## config.mk

```make
export PLATFORM = sky130hd
export DESIGN_NAME = retire_trace_buffer
export DESIGN_NICKNAME = d
export VERILOG_FILES = /design/src/rtl/retire_trace_buffer.sv
export SDC_FILE = /design/constraint.sdc
export NUM_CORES = 1
export LEC_CHECK = 0
export ABC_CLOCK_PERIOD_IN_PS = 22100
export CELL_PAD_IN_SITES_DETAIL_PLACEMENT = 2
export CELL_PAD_IN_SITES_GLOBAL_PLACEMENT = 2
export CORE_MARGIN = 5
export CORE_UTILIZATION = 45
export CTS_CLUSTER_DIAMETER = 80
export DETAILED_ROUTE_END_ITERATION = 16
export GPL_ROUTABILITY_DRIVEN = 0
export PLACE_DENSITY = 0.83
export SYNTH_ARGS = -nofsm -noshare
export SYNTH_HDL_FRONTEND = slang
export SYNTH_SLANG_ARGS = --single-unit
```

## constraint.sdc

```tcl
create_clock -name clk_i -period 22.1 [get_ports clk_i]
set_input_delay 2.21 -clock clk_i [delete_from_list [all_inputs] [get_ports clk_i]]
set_output_delay 2.21 -clock clk_i [all_outputs]
set_load 0.02 [all_outputs]
```

## src/rtl/retire_trace_buffer.sv

```systemverilog
// Retire trace buffer: captures retired instructions into a show-ahead FIFO drained over valid/ready.
// Optional RETIRE_TS_EN stores a free-running cycle timestamp with each entry.
module retire_trace_buffer #(
   parameter int unsigned XLEN   = 32,
   parameter int unsigned DEPTH  = 16,
   parameter int unsigned SEQ_W  = 16,
   parameter int unsigned DROP_W = 16
`ifdef RETIRE_TS_EN
   ,parameter int unsigned TS_W  = 32
`endif
) (
   input  logic                       clk_i,
   input  logic                       rst_i,
   input  logic                       cap_en_i,
   input  logic [XLEN-1:0]            ret_pc_i,
   input  logic [XLEN-1:0]            ret_instr_i,
   input  logic [4:0]                 ret_rd_addr_i,
   input  logic [XLEN-1:0]            ret_rd_data_i,
   input  logic                       ret_stall_i,
   output logic                       trace_valid_o,
   input  logic                       trace_ready_i,
   output logic [XLEN-1:0]            trace_pc_o,
   output logic [XLEN-1:0]            trace_instr_o,
   output logic [4:0]                 trace_rd_addr_o,
   output logic [XLEN-1:0]            trace_rd_data_o,
   output logic [SEQ_W-1:0]           trace_seq_o,
`ifdef RETIRE_TS_EN
   output logic [TS_W-1:0]            trace_ts_o,
`endif
   output logic [$clog2(DEPTH):0]     level_o,
   output logic [DROP_W-1:0]          drop_cnt_o,
   input  logic                       clr_drop_i
);

   localparam int unsigned AW = $clog2(DEPTH);

   typedef struct packed {
      logic [XLEN-1:0]  pc;
      logic [XLEN-1:0]  instr;
      logic [4:0]       rd_addr;
      logic [XLEN-1:0]  rd_data;
      logic [SEQ_W-1:0] seq;
`ifdef RETIRE_TS_EN
      logic [TS_W-1:0]  ts;
`endif
   } entry_t;

   entry_t            r_mem [DEPTH];
   logic [AW:0]       r_wr_ptr;
   logic [AW:0]       r_rd_ptr;
   logic [AW:0]       r_level;
   logic [SEQ_W-1:0]  r_seq;
   logic [DROP_W-1:0] r_drop;
`ifdef RETIRE_TS_EN
   logic [TS_W-1:0]   r_ts;
`endif

   logic   w_cap;
   logic   w_empty;
   logic   w_full;
   logic   w_pop;
   logic   w_push;
   logic   w_drop;
   entry_t w_new;
   entry_t w_head;

   // All-zero instruction words are flushed bubbles, never real retires.
   assign w_cap   = cap_en_i & ~ret_stall_i & (ret_instr_i != '0);
   assign w_empty = (r_wr_ptr == r_rd_ptr);
   assign w_full  = (r_wr_ptr[AW] != r_rd_ptr[AW]) &&
                    (r_wr_ptr[AW-1:0] == r_rd_ptr[AW-1:0]);
   assign w_pop   = ~w_empty & trace_ready_i;
   assign w_push  = w_cap & (~w_full | w_pop);
   assign w_drop  = w_cap & w_full & ~w_pop;

   always_comb begin
      w_new         = '0;
      w_new.pc      = ret_pc_i;
      w_new.instr   = ret_instr_i;
      w_new.rd_addr = ret_rd_addr_i;
      w_new.rd_data = ret_rd_data_i;
      w_new.seq     = r_seq;
`ifdef RETIRE_TS_EN
      w_new.ts      = r_ts;
`endif
   end

   // Storage is not reset; contents are only observable through the pointers.
   always_ff @(posedge clk_i) begin
      if (w_push) begin
         r_mem[r_wr_ptr[AW-1:0]] <= w_new;
      end
   end

   always_ff @(posedge clk_i) begin
      if (rst_i) begin
         r_wr_ptr <= '0;
         r_rd_ptr <= '0;
         r_level  <= '0;
         r_seq    <= '0;
         r_drop   <= '0;
      end else begin
         if (w_push) begin
            r_wr_ptr <= r_wr_ptr + (AW+1)'(1);
         end
         if (w_pop) begin
            r_rd_ptr <= r_rd_ptr + (AW+1)'(1);
         end
         case ({w_push, w_pop})
            2'b10:   r_level <= r_level + (AW+1)'(1);
            2'b01:   r_level <= r_level - (AW+1)'(1);
            default: r_level <= r_level;
         endcase
         // Sequence advances on every capture so dropped retires leave visible gaps.
         if (w_cap) begin
            r_seq <= r_seq + SEQ_W'(1);
         end
         if (clr_drop_i) begin
            r_drop <= '0;
         end else if (w_drop && (r_drop != '1)) begin
            r_drop <= r_drop + DROP_W'(1);
         end
      end
   end

`ifdef RETIRE_TS_EN
   always_ff @(posedge clk_i) begin
      if (rst_i) begin
         r_ts <= '0;
      end else begin
         r_ts <= r_ts + TS_W'(1);
      end
   end
`endif

   assign w_head          = r_mem[r_rd_ptr[AW-1:0]];
   assign trace_valid_o   = ~w_empty;
   assign trace_pc_o      = w_head.pc;
   assign trace_instr_o   = w_head.instr;
   assign trace_rd_addr_o = w_head.rd_addr;
   assign trace_rd_data_o = w_head.rd_data;
   assign trace_seq_o     = w_head.seq;
`ifdef RETIRE_TS_EN
   assign trace_ts_o      = w_head.ts;
`endif
   assign level_o         = r_level;
   assign drop_cnt_o      = r_drop;

endmodule

```

==> metrics.cfg, run 1 <==
[die]
initial_core_util_pct=45.2
chipWidth_um=412
boundaryPins=246
die_h_um=412
core_area_sq_um=161000
die_area_sq_um=170000
rows=147

[placed_design]
post_dp_cell_area_sq_um=77800
pre_cts_ws_ps=14270
portBuffers=245
dp_hpwl_um=119000
dp_cells=5212

[final_layout]
postLayoutCellArea_sq_um=84100
final_cell_mix=1872 x edfxtp_1, 585 x mux4_2, 245 x clkdlybuf4s50_1
syn_to_final_growth_pct=15.8
final_common_cell=edfxtp_1
instances_no_fill=5602
utilization_pct=52.4
layout-drive-gt1-share_pct=27.7
fin_nets=3371
nFillCells=13400

[global_route]
grt_pass1_wl_um=327000
overflow=0
grtUsageTotal_pct=28.0
grt_max_degree=160
antenna_found_initial=30
grt_pass1_vias=38500

[timing]
drv_slew=0
finalCritPeriodShare_pct=38.3
skew_ps=45.8
post-route-min-period_ps=8460
fmax_mhz=118
rsz0062_at_grt=false
maxSlewHeadroom_pct=20.7
worst_pin_slew_ps=1180
hold_ws_ps=520
hold_viol=0
setup_viol=0
tns_ps=0
layout_setup_ws_ps=13640

[power]
p_int_mw=6.21
leakage_nw=24.7
p_switching_mw=2.00
total_power_mw=8.21
ir_worst_vdd_v=0.0000755
netSwitchingFraction_pct=24.3
clkPwrFrac_pct=41.4
p_seq_share_pct=49.3
pwr-share-comb_pct=9.4
powerDensity_nw_per_um2=97.6

[clock_tree]
cts_setup_buffers=0
path_clk_slew_ps=60
cts_tree=built
htreeDepth=4
clk_latency_ps=840
cts_made_buffers=199
cts-root-buf=clkbuf_16
clock_sinks=1923
cts_resized=0
clockBufferDepth=3
ctsHoldBuffers=0

[worst_setup_path]
crit_slowest_cell=buf_4
critPathTopFamily=buffers and inverters
critPathBufInv=4
end_kind=primary output
arrival_ps=6250
critPathKind=flip-flop to primary output
reg2reg_depth=8
cp_common_cell=buf_4
max_stage_delay_ps=930
cp_data_required_time_ps=19890
path_cells=buf_4, buf_4, buf_4, mux4_2, mux4_2, clkdlybuf4s50_1
crit_fanout=52
cp.depth=6
start_kind=flip-flop

[synthesis]
synth_fa_ha_area_share_pct=0.200
yosysWarnings=0
synth_top_family_by_area=multiplexers
synth_compound_area_share_pct=0.296
synthSimpleGateAreaFrac_pct=1.13
synth.avg_cell_area_sq_um=25.1
synth.mux.area_fraction_pct=18.2
yosysTopAreaCell=edfxtp_1
synth_nets=3015
yosysSeqAreaShare_pct=78.8
synth_area_sq_um=72600
synth_edf_count=1872
synth-seq-cells=1923
synth_xor_area_share_pct=0.481
yosys-top-cells-area=edfxtp_1 77%, mux4_2 18%, dfxtp_1 1.4%
syn_inst=2897
ys_types=43
async_flop_share_pct=0
yosys_most_used_dff=edfxtp_1
synth_top_area_share_pct=77.4

[routing]
drtAntennaViolNets=0
wl_um=238000
vias=35800
drtIter0Drc=4826
vias_per_cell=6.40
drc=0
firstDrtPassIters=7
wl_per_cell_um=42.4

[min_path]
holdPathStages=2
min_path_type=flip-flop to flip-flop

[flow_run]
drv_cap=0

[run_status]
status=complete, no violations

==> per-layer routing <==
| layer | GRT usage [%] | up-vias | share of wire [%] |
|---|---|---|---|
| met5 | 0 | - | 0.018 |
| met4 | 10.0 | 8 | 2.3 |
| met3 | 5.64 | 295 | 6.8 |
| met2 | 47.4 | 2056 | 53 |
| met1 | 36.2 | 20200 | 38 |
| li1 | - | 13300 | - |
==> kinds of logic (layout without fill, tap and decap cells) <==
group,Yosys count,in the layout
AOI/OAI and AO/OA,33,33
xor gates and xnor gates,39,39
adders and majority gates,11,11
buffers and inverters,150,676
DFF,1923,1923
muxes,588,588
other,0,19
and+or+nand+nor,153,153
==> tightest hold or removal path, delay by kind of cell (launching register included) <==
family	cells	cell delay (ps)
and+or+nand+nor	1	80
AOI/OAI and AO/OA	1	60
DFF	1	330
==> final cells by class <==
cell class	instances	area [sq um]	share of cell area, %
antenna	19	47.5	0.0565
clock buffer	252	5260	6.25
clock inverter	119	968	1.15
inverter	9	33.8	0.0402
multi-input combinational	824	14800	17.7
sequential	1923	57200	68.1
tap	2160	2700	3.21
timing repair buffer	296	3000	3.56
==> flip-flops by register name, indices dropped and copies added (netlist names), named ones only <==
signal / cells
r_mem: 1872
r_wr_ptr: 5
drop_cnt_o: 16
level_o: 5
r_seq: 16
r_rd_ptr: 5
==> power by group through the flow <==
stage | Sequential (mW) | Combinational, mW | Clock (mW)
finish | 4.04 | 0.771 | 3.39
floorplan | 4.11 | 0.491 | 0
global placement | 4.11 | 0.728 | 0
detailed placement | 4.12 | 0.765 | 0
CTS | 4.04 | 0.779 | 3.43
global route | 4.04 | 0.806 | 3.62
==> final timing paths <==
kind | slack [ps] | startpoint | to
worst max-delay path | 13640 | flip-flop | trace_instr_o[3]
worst min-delay path | 520 | level_o[3]$_SDFFE_PP0P_ | level_o[3]$_SDFFE_PP0P_
worst max register to register | 17300 | r_wr_ptr[2]$_SDFFE_PP0P_ | r_mem[3][79]$_DFFE_PP_
worst min register to register | 520 | level_o[3]$_SDFFE_PP0P_ | level_o[3]$_SDFFE_PP0P_
==> synth_stat cells, types with 2 or more instances <==
cell	number
edfxtp_1	1872
mux4_2	585
clkbuf_1	80
dfxtp_1	51
buf_2	50
nor2_1	50
xnor2_1	27
nand2_1	21
a21oi_1	15
nor4_1	15
nand3_1	13
nor3_1	12
xor2_1	11
ha_1	10
o21ai_0	10
or3_1	9
buf_1	8
inv_1	8
nand4_1	8
nor3_2	7
and3_1	4
buf_6	3
a21o_1	2
and2_1	2
and4_1	2
mux2i_1	2
nand2b_1	2
nor2b_1	2
o2111ai_1	2
Power figures use the tool's default switching activity.
==> inputs of run 2 (changes only) <==
ABC_CLOCK_PERIOD_IN_PS = 7400   (was 22100)
PLACE_DENSITY = 0.86   (was 0.83)
clock period = 7.4 ns   (was 22.1 ns; I/O delays follow)
==> run 2 against run 1 <==
Effect of this change:
- first-iteration DRC count is 11% lower
- clock power rose to 3.0 times the previous value
- sequential cell count stayed put
- worst hold slack improved by 11 ps
- non-clock buffer count increased by 11
- cell area is 0.23% higher
- routed wire length decreased by 1.3%
- critical path depth rose by 4
- critical path type is now input port to flip-flop
- largest cell class unchanged
- highest routed layer unchanged
==> metrics.cfg, run 2 (synthesized netlist as in run 1, its figures left out) <==
[clock_tree]
clockBufferDepth=3
htreeDepth=4
cts_made_buffers=197
clk_latency_ps=810
ctsHoldBuffers=0
cts_tree=built
clock_sinks=1923
cts_resized=0
cts_setup_buffers=0
cts-root-buf=clkbuf_16
path_clk_slew_ps=60

[final_layout]
fin_nets=3380
utilization_pct=52.5
nFillCells=13400
largest_reg_flops=1872
final_cell_mix=1872 x edfxtp_1, 585 x mux4_2, 245 x clkdlybuf4s50_1
final_common_cell=edfxtp_1
syn_to_final_growth_pct=16.1
layout-drive-gt1-share_pct=27.8

[power]
powerDensity_nw_per_um2=292
netSwitchingFraction_pct=23.5
clkPwrFrac_pct=41.6
leakage_nw=24.8
ir_worst_vdd_v=0.000267
pwr-share-comb_pct=9.4
p_int_mw=18.9
p_switching_mw=5.78
p_seq_share_pct=49.0

[min_path]
min_path_type=flip-flop to flip-flop

[routing]
vias=35700
vias_per_cell=6.38
wl_um=235000
wl_per_cell_um=42.0
drtAntennaViolNets=0
drtIter0Drc=4301
firstDrtPassIters=5
drc=0

[worst_setup_path]
reg2reg_depth=8
critPathBufInv=4
max_stage_delay_ps=1110
reg2reg_from=r_wr_ptr[2]$_SDFFE_PP0P_
path_cells=clkdlybuf4s50_1, nor4_1, nand4_1, o21ai_2, buf_4, nor2_1, nand2_1, nor2_4, buf_4, buf_4
crit_slowest_cell=clkdlybuf4s50_1
cp-startpoint=ret_instr_i[16]
critPathTopFamily=buffers and inverters
end_kind=flip-flop
arrival_ps=6020
cp_data_required_time_ps=7830
cp.depth=10
r2r_end=r_mem[14][81]$_DFFE_PP_
cp-endpoint=r_mem[14][81]$_DFFE_PP_
critPathKind=input port to flip-flop
start_kind=input port
crit_fanout=34
cp_common_cell=buf_4
reg2reg_slack_ps=2710

[timing]
tns_ps=0
maxSlewHeadroom_pct=12.9
skew_ps=25.8
worst_pin_slew_ps=1300
setup_viol=0
rsz0062_at_grt=false
hold_viol=0
post-route-min-period_ps=5590
finalCritPeriodShare_pct=75.5
fmax_mhz=179
drv_slew=0

[global_route]
grt_pass1_wl_um=330000
grtUsageTotal_pct=28.0
grt_max_degree=150
overflow=0
antenna_found_initial=16
grt_pass1_vias=38500

[die]
die_area_sq_um=170000
die_h_um=412
boundaryPins=246
chipWidth_um=412
initial_core_util_pct=45.2
core_area_sq_um=161000
rows=147

[placed_design]
portBuffers=245
dp_hpwl_um=123000

[run_status]
status=complete, no violations

[flow_run]
drv_cap=0

run 2: cell count changes in the layout (fill, tap and decap cells not counted), moves of 2 or more:
cell / change
diode_2: -14
clkinv_1: -13
clkinv_2: -12
buf_4: +11
clkbuf_1: +10
bufinv_16: +7
clkbuf_8: +4
clkinv_4: -3
clkbuf_16: +2
clkinv_8: -2
inv_16: -2
run 2: layer usage:
| layer | track usage (%) | wire length (um) | vias up |
|---|---|---|---|
| met5 | 0 | 41 | - |
| met2 | 48.3 | 123000 | 1875 |
| met4 | 5.49 | 4280 | 6 |
| met1 | 38.0 | 92000 | 20200 |
| met3 | 4.74 | 15600 | 310 |
| li1 | - | - | 13300 |
run 2: metrics by stage:
stage               cell area, sq um  hold WS, ps  instances  setup slack [ps]  power [mW]
global route                   84300          547       5589              1770        25.4
CTS                            84300          526       5586              1890        24.9
global placement               77900          517       5223              1950        14.5
finish                         84300          531       5591              1810        24.6
floorplan                      72600          500       2897             -2990        13.7
detailed placement             77900          506       5223              1060        14.6
run 2: worst min path at each step:
stage                                        start                       end  slack [ps]  cells past startpoint
final                      level_o[3]$_SDFFE_PP0P_   level_o[3]$_SDFFE_PP0P_         530                      2
after global routing       level_o[3]$_SDFFE_PP0P_   level_o[3]$_SDFFE_PP0P_         550                      2
after CTS                  level_o[3]$_SDFFE_PP0P_   level_o[3]$_SDFFE_PP0P_         530                      2
after detailed placement   level_o[3]$_SDFFE_PP0P_   level_o[3]$_SDFFE_PP0P_         510                      2
after global placement    r_rd_ptr[4]$_SDFFE_PP0N_  r_rd_ptr[4]$_SDFFE_PP0N_         520                      2
after floorplan           r_rd_ptr[4]$_SDFFE_PP0N_  r_rd_ptr[4]$_SDFFE_PP0N_         500                      2
run 2: final cells by class:
cell class	instances	area (sq um)	area share (%)
clock buffer	268	5400	6.41
antenna	5	12.5	0.0148
timing repair buffer	307	3080	3.65
multi-input combinational	824	14900	17.6
clock inverter	95	957	1.14
inverter	9	33.8	0.0401
tap	2160	2700	3.21
sequential	1923	57200	67.9
run 2: tightest hold or removal path: stages (launching register included):
cell and delay (ps):
dfxtp_1 340, nand3_1 80, a21oi_1 60
run 2: power groups by stage:
| stage | clock network, mW | logic [mW] | registers, mW |
|---|---|---|---|
| 6_report | 10.2 | 2.32 | 12.1 |
| 5_1_grt | 10.9 | 2.43 | 12.1 |
| 4_1_cts | 10.4 | 2.37 | 12.1 |
| 2_1_floorplan | 0 | 1.47 | 12.3 |
| 3_3_place_gp | 0 | 2.22 | 12.3 |
| 3_5_place_dp | 0 | 2.32 | 12.3 |
